===== src/rtl/tap_controller.sv =====
// tap_controller: JTAG TAP state machine, 4-bit instruction register and
// data-register mux. It drives the shared control strobes of the boundary-scan
// cell chain.
//
// Optional feature macro: TAP_IDCODE_EN. When it is defined, the 32-bit ID
// register exists and the reset instruction is IDCODE. When it is undefined,
// opcode 4'b0001 decodes as BYPASS and the reset instruction is BYPASS.
//
// Ports:
//   TCK          test clock; all state changes on its rising edge
//   Reset        synchronous active-high reset
//   TMS, TDI     JTAG mode select and serial data in
//   BSChainOut   serial output of the last boundary-scan cell
//   TDO          serial data out (combinational)
//   TDOEnable    high in Shift-DR / Shift-IR
//   CaptureDR, ShiftDR, UpdateDR, TestMode   boundary-cell controls (EXTEST only)
//   TAPState     current FSM state code
//   Instruction  active instruction
module tap_controller #(
    parameter logic [31:0] IDCODE_VALUE = 32'h1000_0001
) (
    input  logic       TCK,
    input  logic       Reset,
    input  logic       TMS,
    input  logic       TDI,
    input  logic       BSChainOut,
    output logic       TDO,
    output logic       TDOEnable,
    output logic       CaptureDR,
    output logic       ShiftDR,
    output logic       UpdateDR,
    output logic       TestMode,
    output logic [3:0] TAPState,
    output logic [3:0] Instruction
);

    typedef enum logic [3:0] {
        StExit2Dr  = 4'h0,
        StExit1Dr  = 4'h1,
        StShiftDr  = 4'h2,
        StPauseDr  = 4'h3,
        StSelIr    = 4'h4,
        StUpdDr    = 4'h5,
        StCapDr    = 4'h6,
        StSelDr    = 4'h7,
        StExit2Ir  = 4'h8,
        StExit1Ir  = 4'h9,
        StShiftIr  = 4'hA,
        StPauseIr  = 4'hB,
        StRti      = 4'hC,
        StUpdIr    = 4'hD,
        StCapIr    = 4'hE,
        StTlr      = 4'hF
    } tap_state_e;

    localparam logic [3:0] OpExtest = 4'b0000;
    localparam logic [3:0] OpBypass = 4'b1111;
`ifdef TAP_IDCODE_EN
    localparam logic [3:0] OpIdcode   = 4'b0001;
    localparam logic [3:0] ResetInstr = OpIdcode;
`else
    localparam logic [3:0] ResetInstr = OpBypass;
`endif

    tap_state_e state_q, state_d;
    logic [3:0] ir_q, ir_d;
    logic [3:0] instr_q, instr_d;
    logic       byp_q, byp_d;
`ifdef TAP_IDCODE_EN
    logic [31:0] id_q, id_d;
`endif

    logic sel_extest, sel_idcode, sel_bypass;

    assign sel_extest = (instr_q == OpExtest);
`ifdef TAP_IDCODE_EN
    assign sel_idcode = (instr_q == OpIdcode);
`else
    assign sel_idcode = 1'b0;
`endif
    // Every opcode that is not otherwise decoded selects the bypass register.
    assign sel_bypass = !sel_extest && !sel_idcode;

    always_comb begin
        state_d = state_q;
        unique case (state_q)
            StTlr:     state_d = TMS ? StTlr     : StRti;
            StRti:     state_d = TMS ? StSelDr   : StRti;
            StSelDr:   state_d = TMS ? StSelIr   : StCapDr;
            StCapDr:   state_d = TMS ? StExit1Dr : StShiftDr;
            StShiftDr: state_d = TMS ? StExit1Dr : StShiftDr;
            StExit1Dr: state_d = TMS ? StUpdDr   : StPauseDr;
            StPauseDr: state_d = TMS ? StExit2Dr : StPauseDr;
            StExit2Dr: state_d = TMS ? StUpdDr   : StShiftDr;
            StUpdDr:   state_d = TMS ? StSelDr   : StRti;
            StSelIr:   state_d = TMS ? StTlr     : StCapIr;
            StCapIr:   state_d = TMS ? StExit1Ir : StShiftIr;
            StShiftIr: state_d = TMS ? StExit1Ir : StShiftIr;
            StExit1Ir: state_d = TMS ? StUpdIr   : StPauseIr;
            StPauseIr: state_d = TMS ? StExit2Ir : StPauseIr;
            StExit2Ir: state_d = TMS ? StUpdIr   : StShiftIr;
            StUpdIr:   state_d = TMS ? StSelDr   : StRti;
        endcase
    end

    always_comb begin
        ir_d    = ir_q;
        instr_d = instr_q;
        byp_d   = byp_q;
`ifdef TAP_IDCODE_EN
        id_d    = id_q;
`endif
        case (state_q)
            StCapIr:   ir_d = 4'b0001;
            StShiftIr: ir_d = {TDI, ir_q[3:1]};
            StUpdIr:   instr_d = ir_q;
            StCapDr: begin
                if (sel_bypass) byp_d = 1'b0;
`ifdef TAP_IDCODE_EN
                if (sel_idcode) id_d = IDCODE_VALUE;
`endif
            end
            StShiftDr: begin
                if (sel_bypass) byp_d = TDI;
`ifdef TAP_IDCODE_EN
                if (sel_idcode) id_d = {TDI, id_q[31:1]};
`endif
            end
            default: ;
        endcase
        // Load the reset instruction on the edge that enters TLR, so it is
        // already active in the first TLR cycle.
        if (state_d == StTlr) instr_d = ResetInstr;
    end

    always_ff @(posedge TCK) begin
        if (Reset) begin
            state_q <= StTlr;
            ir_q    <= 4'b0001;
            instr_q <= ResetInstr;
            byp_q   <= 1'b0;
`ifdef TAP_IDCODE_EN
            id_q    <= IDCODE_VALUE;
`endif
        end else begin
            state_q <= state_d;
            ir_q    <= ir_d;
            instr_q <= instr_d;
            byp_q   <= byp_d;
`ifdef TAP_IDCODE_EN
            id_q    <= id_d;
`endif
        end
    end

    always_comb begin
        TDO = 1'b0;
        if (state_q == StShiftIr) begin
            TDO = ir_q[0];
        end else if (state_q == StShiftDr) begin
            if (sel_extest)      TDO = BSChainOut;
`ifdef TAP_IDCODE_EN
            else if (sel_idcode) TDO = id_q[0];
`endif
            else                 TDO = byp_q;
        end
    end

    assign TDOEnable   = (state_q == StShiftDr) || (state_q == StShiftIr);
    assign CaptureDR   = (state_q == StCapDr)   && sel_extest;
    assign ShiftDR     = (state_q == StShiftDr) && sel_extest;
    assign UpdateDR    = (state_q == StUpdDr)   && sel_extest;
    assign TestMode    = sel_extest;
    assign TAPState    = state_q;
    assign Instruction = instr_q;

endmodule

===== config.mk =====
export PLATFORM = sky130hd
export DESIGN_NAME = tap_controller
export DESIGN_NICKNAME = d
export VERILOG_FILES = /design/src/rtl/tap_controller.sv
export SDC_FILE = /design/constraint.sdc
export NUM_CORES = 1
export LEC_CHECK = 0
export CAP_MARGIN = 10
export CELL_PAD_IN_SITES_DETAIL_PLACEMENT = 0
export CELL_PAD_IN_SITES_GLOBAL_PLACEMENT = 1
export CORE_MARGIN = 2
export CORE_UTILIZATION = 31
export CTS_BUF_LIST = sky130_fd_sc_hd__clkbuf_4
export CTS_CLUSTER_SIZE = 8
export DETAILED_ROUTE_END_ITERATION = 10
export HOLD_SLACK_MARGIN = 0.06
export PLACE_DENSITY_LB_ADDON = 0.1
export RECOVER_POWER = 50
export SLEW_MARGIN = 20
export SYNTH_ARGS = -nofsm -noshare
export SYNTH_HDL_FRONTEND = slang
export SYNTH_SLANG_ARGS = --single-unit

===== constraint.sdc =====
create_clock -name TCK -period 1.8 [get_ports TCK]
set_input_delay 0.54 -clock TCK [delete_from_list [all_inputs] [get_ports TCK]]
set_output_delay 0.54 -clock TCK [all_outputs]
set_load 0.02 [all_outputs]

==> flow_summary.ini, run 1 <==
[critical_path]
critPathLaunchType = flop
critPathMaxFanout = 2
crit_required_ns = 1.26
cp.arrival_ns = 1.78
path_buf_inv = 2
endpoint_kind = output pin
cpPeakStageDelay_ns = 0.54
critical_path_class = flop to output pin
critPathSlowestCell = or4_4
path_cells = or4_4 -> clkinv_4 -> mux2i_4 -> a2111oi_4 -> buf_4
path_delay_family = simple AND/OR/NAND/NOR gates

[clock_tree]
root_buffer = clkbuf_4
cts_tree = yes
clkLatencyLatePin_ns = 0.27
clock_sinks = 13
cts.path.max_buffers = 2
clk_pin_slew_ns = 0.08
numCtsBuffers = 3
ctsHtreeMaxLevel = 1

[synth]
synthCells = 78
avgSynthCellArea_um2 = 8.58
ys_seq_area_share_pct = 38.9
yosysWarnings = 0
synth.net_count = 83
synthDistinctLibCells = 30
ys_top_cells_by_area = dfxtp_1 39%, mux2i_1 7.5%, a21oi_1 6.0%
synth_top_area_share_pct = 38.9
yosysTopAreaCell = dfxtp_1
ys_ff_latch = 13
syn_area_um2 = 669

[sta]
skew_ns = 0.000758
setup_tns_ns = -2.32
slew_viol_final = 0
timing.hold.ws_ns = 0.478
fin_ws_ns = -0.520
setup_viol = 6
worst_pin_slew_ns = 0.328
grt_setup_unrepaired = yes
fin_crit_sh_pct = 129
hold_viol = 0
fin_crit_ns = 2.32
max_freq_mhz = 431
slew_headroom_pct = 78.2

[power]
power_mw = 0.763
power_density_nw_per_um2 = 707
pwr-share-clk_pct = 25.5
p_int_mw = 0.521
p_leak_nw = 0.459
pwr-share-comb_pct = 32.4
p_sw_mw = 0.242
p_sw_share_pct = 31.7
p_seq_share_pct = 42.1
ir_drop_mv = 0.407

[route]
vias = 695
dr.pass1.iters = 4
dr.first_iter.drc_count = 7
wl_per_cell_um = 12.4
vias_per_cell = 4.86
ant_nets = 0
drt_wl_total_um = 1770
drc = 0

[floorplanning]
dieWidth_um = 50.5
ioPinCount = 19
die_h_um = 50.5
coreArea_um2 = 2000
initial_utilization_pct = 33.4
dieArea_um2 = 2550
rows = 16

[global_routing]
grt_pass1_wl_um = 2990
grt_overflow_total = 0
antenna_found_initial = 0
grt_use_total_pct = 15.6
grt.busiest_layer = met2
met3_usage_pct = 2.68
met1_usage_pct = 21.1
grt_max_degree = 14
grt_pass1_vias = 649
grt_use_met2_pct = 24.1

[status]
violations = negative setup slack
status = finished with violations

[flow_run]
cap_violations = 0

[place]
portBuffers = 18
place_ws_ns = -0.803
gp_congestion = 0.759
dp_hpwl_um = 1360

[final_layout]
final_layout_size_suffix_gt1_share_pct = 33.6
fill_cells = 216
fin_nets = 122
n_antenna_cell = 0
syn2layout_area_growth_pct = 61.1

[worst_hold_path]
hp-class = flop to flop
==> through the flow <==
step,std cells,utilization (%),instance area (um2)
2_1_floorplan,78,-,719
3_3_place_gp,137,52.8,1060
3_5_place_dp,137,52.8,1060
4_1_cts,142,54.0,1080
5_1_grt,143,53.9,1080
6_report,143,53.9,1080
==> power groups by stage <==
| stage | combinational [mW] | sequential, mW | clock (mW) |
|---|---|---|---|
| 6_report | 0.247 | 0.321 | 0.194 |
| 5_1_grt | 0.269 | 0.324 | 0.216 |
| 4_1_cts | 0.256 | 0.321 | 0.201 |
| 3_5_place_dp | 0.268 | 0.328 | 0 |
| 3_3_place_gp | 0.267 | 0.327 | 0 |
| 2_1_floorplan | 0.114 | 0.353 | 0 |
==> cells in the mapped netlist, drive strengths merged <==
library cell	number
a2111o	1
a2111oi	1
a211o	2
a21o	1
a21oi	8
and3	2
buf	1
clkbuf	4
clkinv	1
dfxtp	13
inv	3
mux2i	5
nand2	6
nand2b	1
nand3	3
nand3b	5
nand4	1
nand4b	1
nor2	4
nor2b	3
nor3	1
nor3b	1
nor4	1
o21ai	1
o21bai	2
o2bb2ai	1
o31ai	1
or3	1
or3b	2
or4	1
==> cells in the final DEF, fill, tap and decap left out, types with 2 or more instances in the layout <==
cell,count
a211o_1,2
a21oi_1,8
and3_4,2
buf_2,2
buf_4,19
buf_6,3
clkbuf_1,3
clkbuf_4,4
dfxtp_1,11
dlygate4sd2_1,7
dlygate4sd3_1,3
inv_1,3
mux2i_1,4
nand2_1,6
nand3_1,3
nand3b_1,5
nor2_1,3
nor2b_1,3
o21bai_1,2
or3b_1,2
==> sequential cells by signal, summed over array words and instances (netlist names) <==
register / count
byp_q: 1
TAPState: 4
Instruction: 4
ir_q: 4
==> routing by layer <==
metal  vias up  wire length (um)
met5         -                 0
met4         0                14
met3         2                68
met2        14               807
met1       321               878
li1        358                 -
==> timing repair <==
item	4_1_cts	5_1_grt
setup endpoints to repair	14	6
gates resized for setup	39	4
pin swaps	1	0
buffers inserted	1	1
hold buffers	0	0
cloned	0	0
==> tightest hold or removal path, cell delays in order (launching register included) <==
cell and delay [ns]:
dfxtp_1 0.33, nand2_1 0.05, a21oi_1 0.05
==> final timing paths <==
check	start	to	slack, ns	cells past startpoint
max	Instruction[3]	TDO	-0.52	5
min reg2reg	ir_q[3]	ir_q[3]	0.48	2
min	ir_q[3]	ir_q[3]	0.48	2
max reg2reg	TAPState[1]	ir_q[1]	0.17	5
==> final cells by class <==
class | instances | area [um2] | share of cell area, %
tap | 27 | 33.8 | 3.13
multi-input combinational | 56 | 420 | 39.0
timing repair buffer | 39 | 309 | 28.7
sequential | 13 | 265 | 24.6
inverter | 4 | 20.0 | 1.86
clock buffer | 4 | 30.0 | 2.78
==> kinds of logic (layout without fill, tap and decap cells) <==
| kind of cell | Yosys count | after routing | synth area share [%] |
|---|---|---|---|
| AND/OR/NAND/NOR | 33 | 33 | 29.3 |
| multiplexers | 5 | 5 | 7.48 |
| flip-flops | 13 | 13 | 38.9 |
| buffers and inverters | 9 | 47 | 5.23 |
| AO/OA/AOI/OAI | 18 | 18 | 19.1 |
No activity file was read; power rests on OpenSTA's default activity.
==> run 2, diff against run 1 <==
--- a/config.mk
+++ b/config.mk
@@ -13,6 +13,7 @@
 export CTS_BUF_LIST = sky130_fd_sc_hd__clkbuf_4
 export CTS_CLUSTER_SIZE = 8
 export DETAILED_ROUTE_END_ITERATION = 10
+export GPL_TIMING_DRIVEN = 0
 export HOLD_SLACK_MARGIN = 0.06
 export PLACE_DENSITY_LB_ADDON = 0.1
 export RECOVER_POWER = 50
==> run 2 against run 1 <==
Compared with the run above:
- the run still ends with negative setup slack left
- clock skew increased by 0.0044 ns
- power decreased by 1.8%
- via count decreased by 6.6%
- utilization decreased by 3.9 points
- count of clock-buffer cells in the layout unchanged
- clock power increased by 7%
- die area unchanged
- cell area decreased by 7.2%
- critical path depth unchanged
- first-iteration DRC count decreased by 43%
- critical path type unchanged
- largest power group unchanged
==> flow_summary.ini, run 2 (synthesis gave the netlist of run 1 again) <==
[power]
power_density_nw_per_um2 = 748
p_leak_nw = 0.416
power_mw = 0.749
ir_drop_mv = 0.447

[clock_tree]
clk_pin_slew_ns = 0.08
clock_sinks = 13
cts_hold_buf = 0
cts_tree = yes
ctsHtreeMaxLevel = 1
numCtsBuffers = 3
cts.path.max_buffers = 2
clkLatencyLatePin_ns = 0.29
root_buffer = clkbuf_4

[floorplanning]
die_h_um = 50.5
dieArea_um2 = 2550
ioPinCount = 19
initial_utilization_pct = 33.4
rows = 16
dieWidth_um = 50.5
coreArea_um2 = 2000

[critical_path]
worstSetupStartpoint = Instruction[3]
crit_required_ns = 1.26
cpPeakStageDelay_ns = 0.55
critPathCapture = TDO
reg2reg_slack_ns = 0.29
critical_path_class = flop to output pin
critPathSlowestCell = or4_4
cp.arrival_ns = 1.81
reg2regPathDepth = 4
critPathMaxFanout = 3
regToRegStartpoint = TAPState[0]
critPathLaunchType = flop
endpoint_kind = output pin
r2r-end = Instruction[2]
path_cells = or4_4 -> clkinv_4 -> mux2i_4 -> a2111oi_4 -> buf_4

[route]
dr.pass1.iters = 2
vias_per_cell = 4.95
ant_nets = 0
drc = 0
vias = 649
drt_wl_total_um = 1690
dr.first_iter.drc_count = 4
wl_per_cell_um = 12.9

[final_layout]
final_cell_mix = 11 x dfxtp_1, 8 x a21oi_1, 7 x buf_4, 7 x dlygate4sd2_1, 6 x nand2_1
final_util_pct = 50.0
regArea_um2 = 265
multiInputGateArea_um2 = 432
fin_cells = 131
final_layout_size_suffix_gt1_share_pct = 26.0
syn2layout_area_growth_pct = 49.5
final_common_cell = dfxtp_1
n_antenna_cell = 0
fin_nets = 110
fill_cells = 217

[sta]
max_freq_mhz = 425
fin_crit_sh_pct = 131
skew_ns = 0.00512
fin_ws_ns = -0.551
hold_viol = 0
slew_headroom_pct = 74.1
worst_pin_slew_ns = 0.389
fin_crit_ns = 2.35
slew_viol_final = 0
grt_setup_unrepaired = yes
setup_viol = 5

[place]
placed_cells_incl_taps = 123
portBuffers = 18
dp_hpwl_um = 1200
place_ws_ns = -0.801
gp_congestion = 0.753

[flow_run]
cap_violations = 0

[worst_hold_path]
hp-class = flop to flop

[global_routing]
grt_overflow_total = 0
grt_pass1_wl_um = 2960
grt_max_degree = 11
grt_use_total_pct = 15.5
antenna_found_initial = 0
grt_pass1_vias = 649

[status]
status = finished with violations
violations = negative setup slack
## run 2: timing repair
action                                  4_1_cts  5_1_grt
endpoints found under the setup margin       11        7
gates cloned                                  0        0
resized for setup                            39        7
setup buffers                                 4        0
pin swaps                                     2        1
## run 2: worst min-delay path by stage
stage | start | end | cells after the start
2_1_floorplan | ir_q[2] | ir_q[2] | 2
3_3_place_gp | ir_q[2] | ir_q[2] | 2
3_5_place_dp | ir_q[2] | ir_q[2] | 2
4_1_cts | ir_q[3] | ir_q[3] | 2
5_1_grt | ir_q[3] | ir_q[3] | 2
6_report | ir_q[3] | ir_q[3] | 2
## run 2: critical path, delay by kind of cell (launching register included)
kind,cells,cell delay (ns)
compound gates,1,0.29
buf+inv,2,0.27
flops,1,0.35
mux,1,0.07
simple gates,1,0.55
## run 2: metal layers
layer,vias to the layer above,GRT usage (%),part of all wire [%]
li1,337,-,-
met1,294,21.6,51
met2,15,23.0,43
met3,3,2.98,4.2
met4,0,6.76,1.5
met5,-,0,0
## run 2: where the power goes
group	internal [mW]	switching [mW]	total, mW
Combinational	0.0870	0.130	0.217
Sequential	0.308	0.0166	0.325
Clock	0.101	0.105	0.207
Total	0.497	0.252	0.749
## run 2: cell type report
type | instances | area share, %
Buffer | 5 | 2.75
Clock buffer | 4 | 3.00
Timing Repair Buffer | 22 | 19.3
Inverter | 4 | 2.00
Sequential cell | 13 | 26.5
Multi-Input combinational cell | 56 | 43.1
Tap cell | 27 | 3.38
## run 2: per-stage QoR
step	instance area (um2)	setup TNS (ns)	hold WS, ns
6_report	1000	-2.16	0.479
3_5_place_dp	933	-3.17	0.469
4_1_cts	990	-2.30	0.481
3_3_place_gp	933	-3.17	0.462
5_1_grt	1000	-2.40	0.511
2_1_floorplan	719	-0.443	0.439
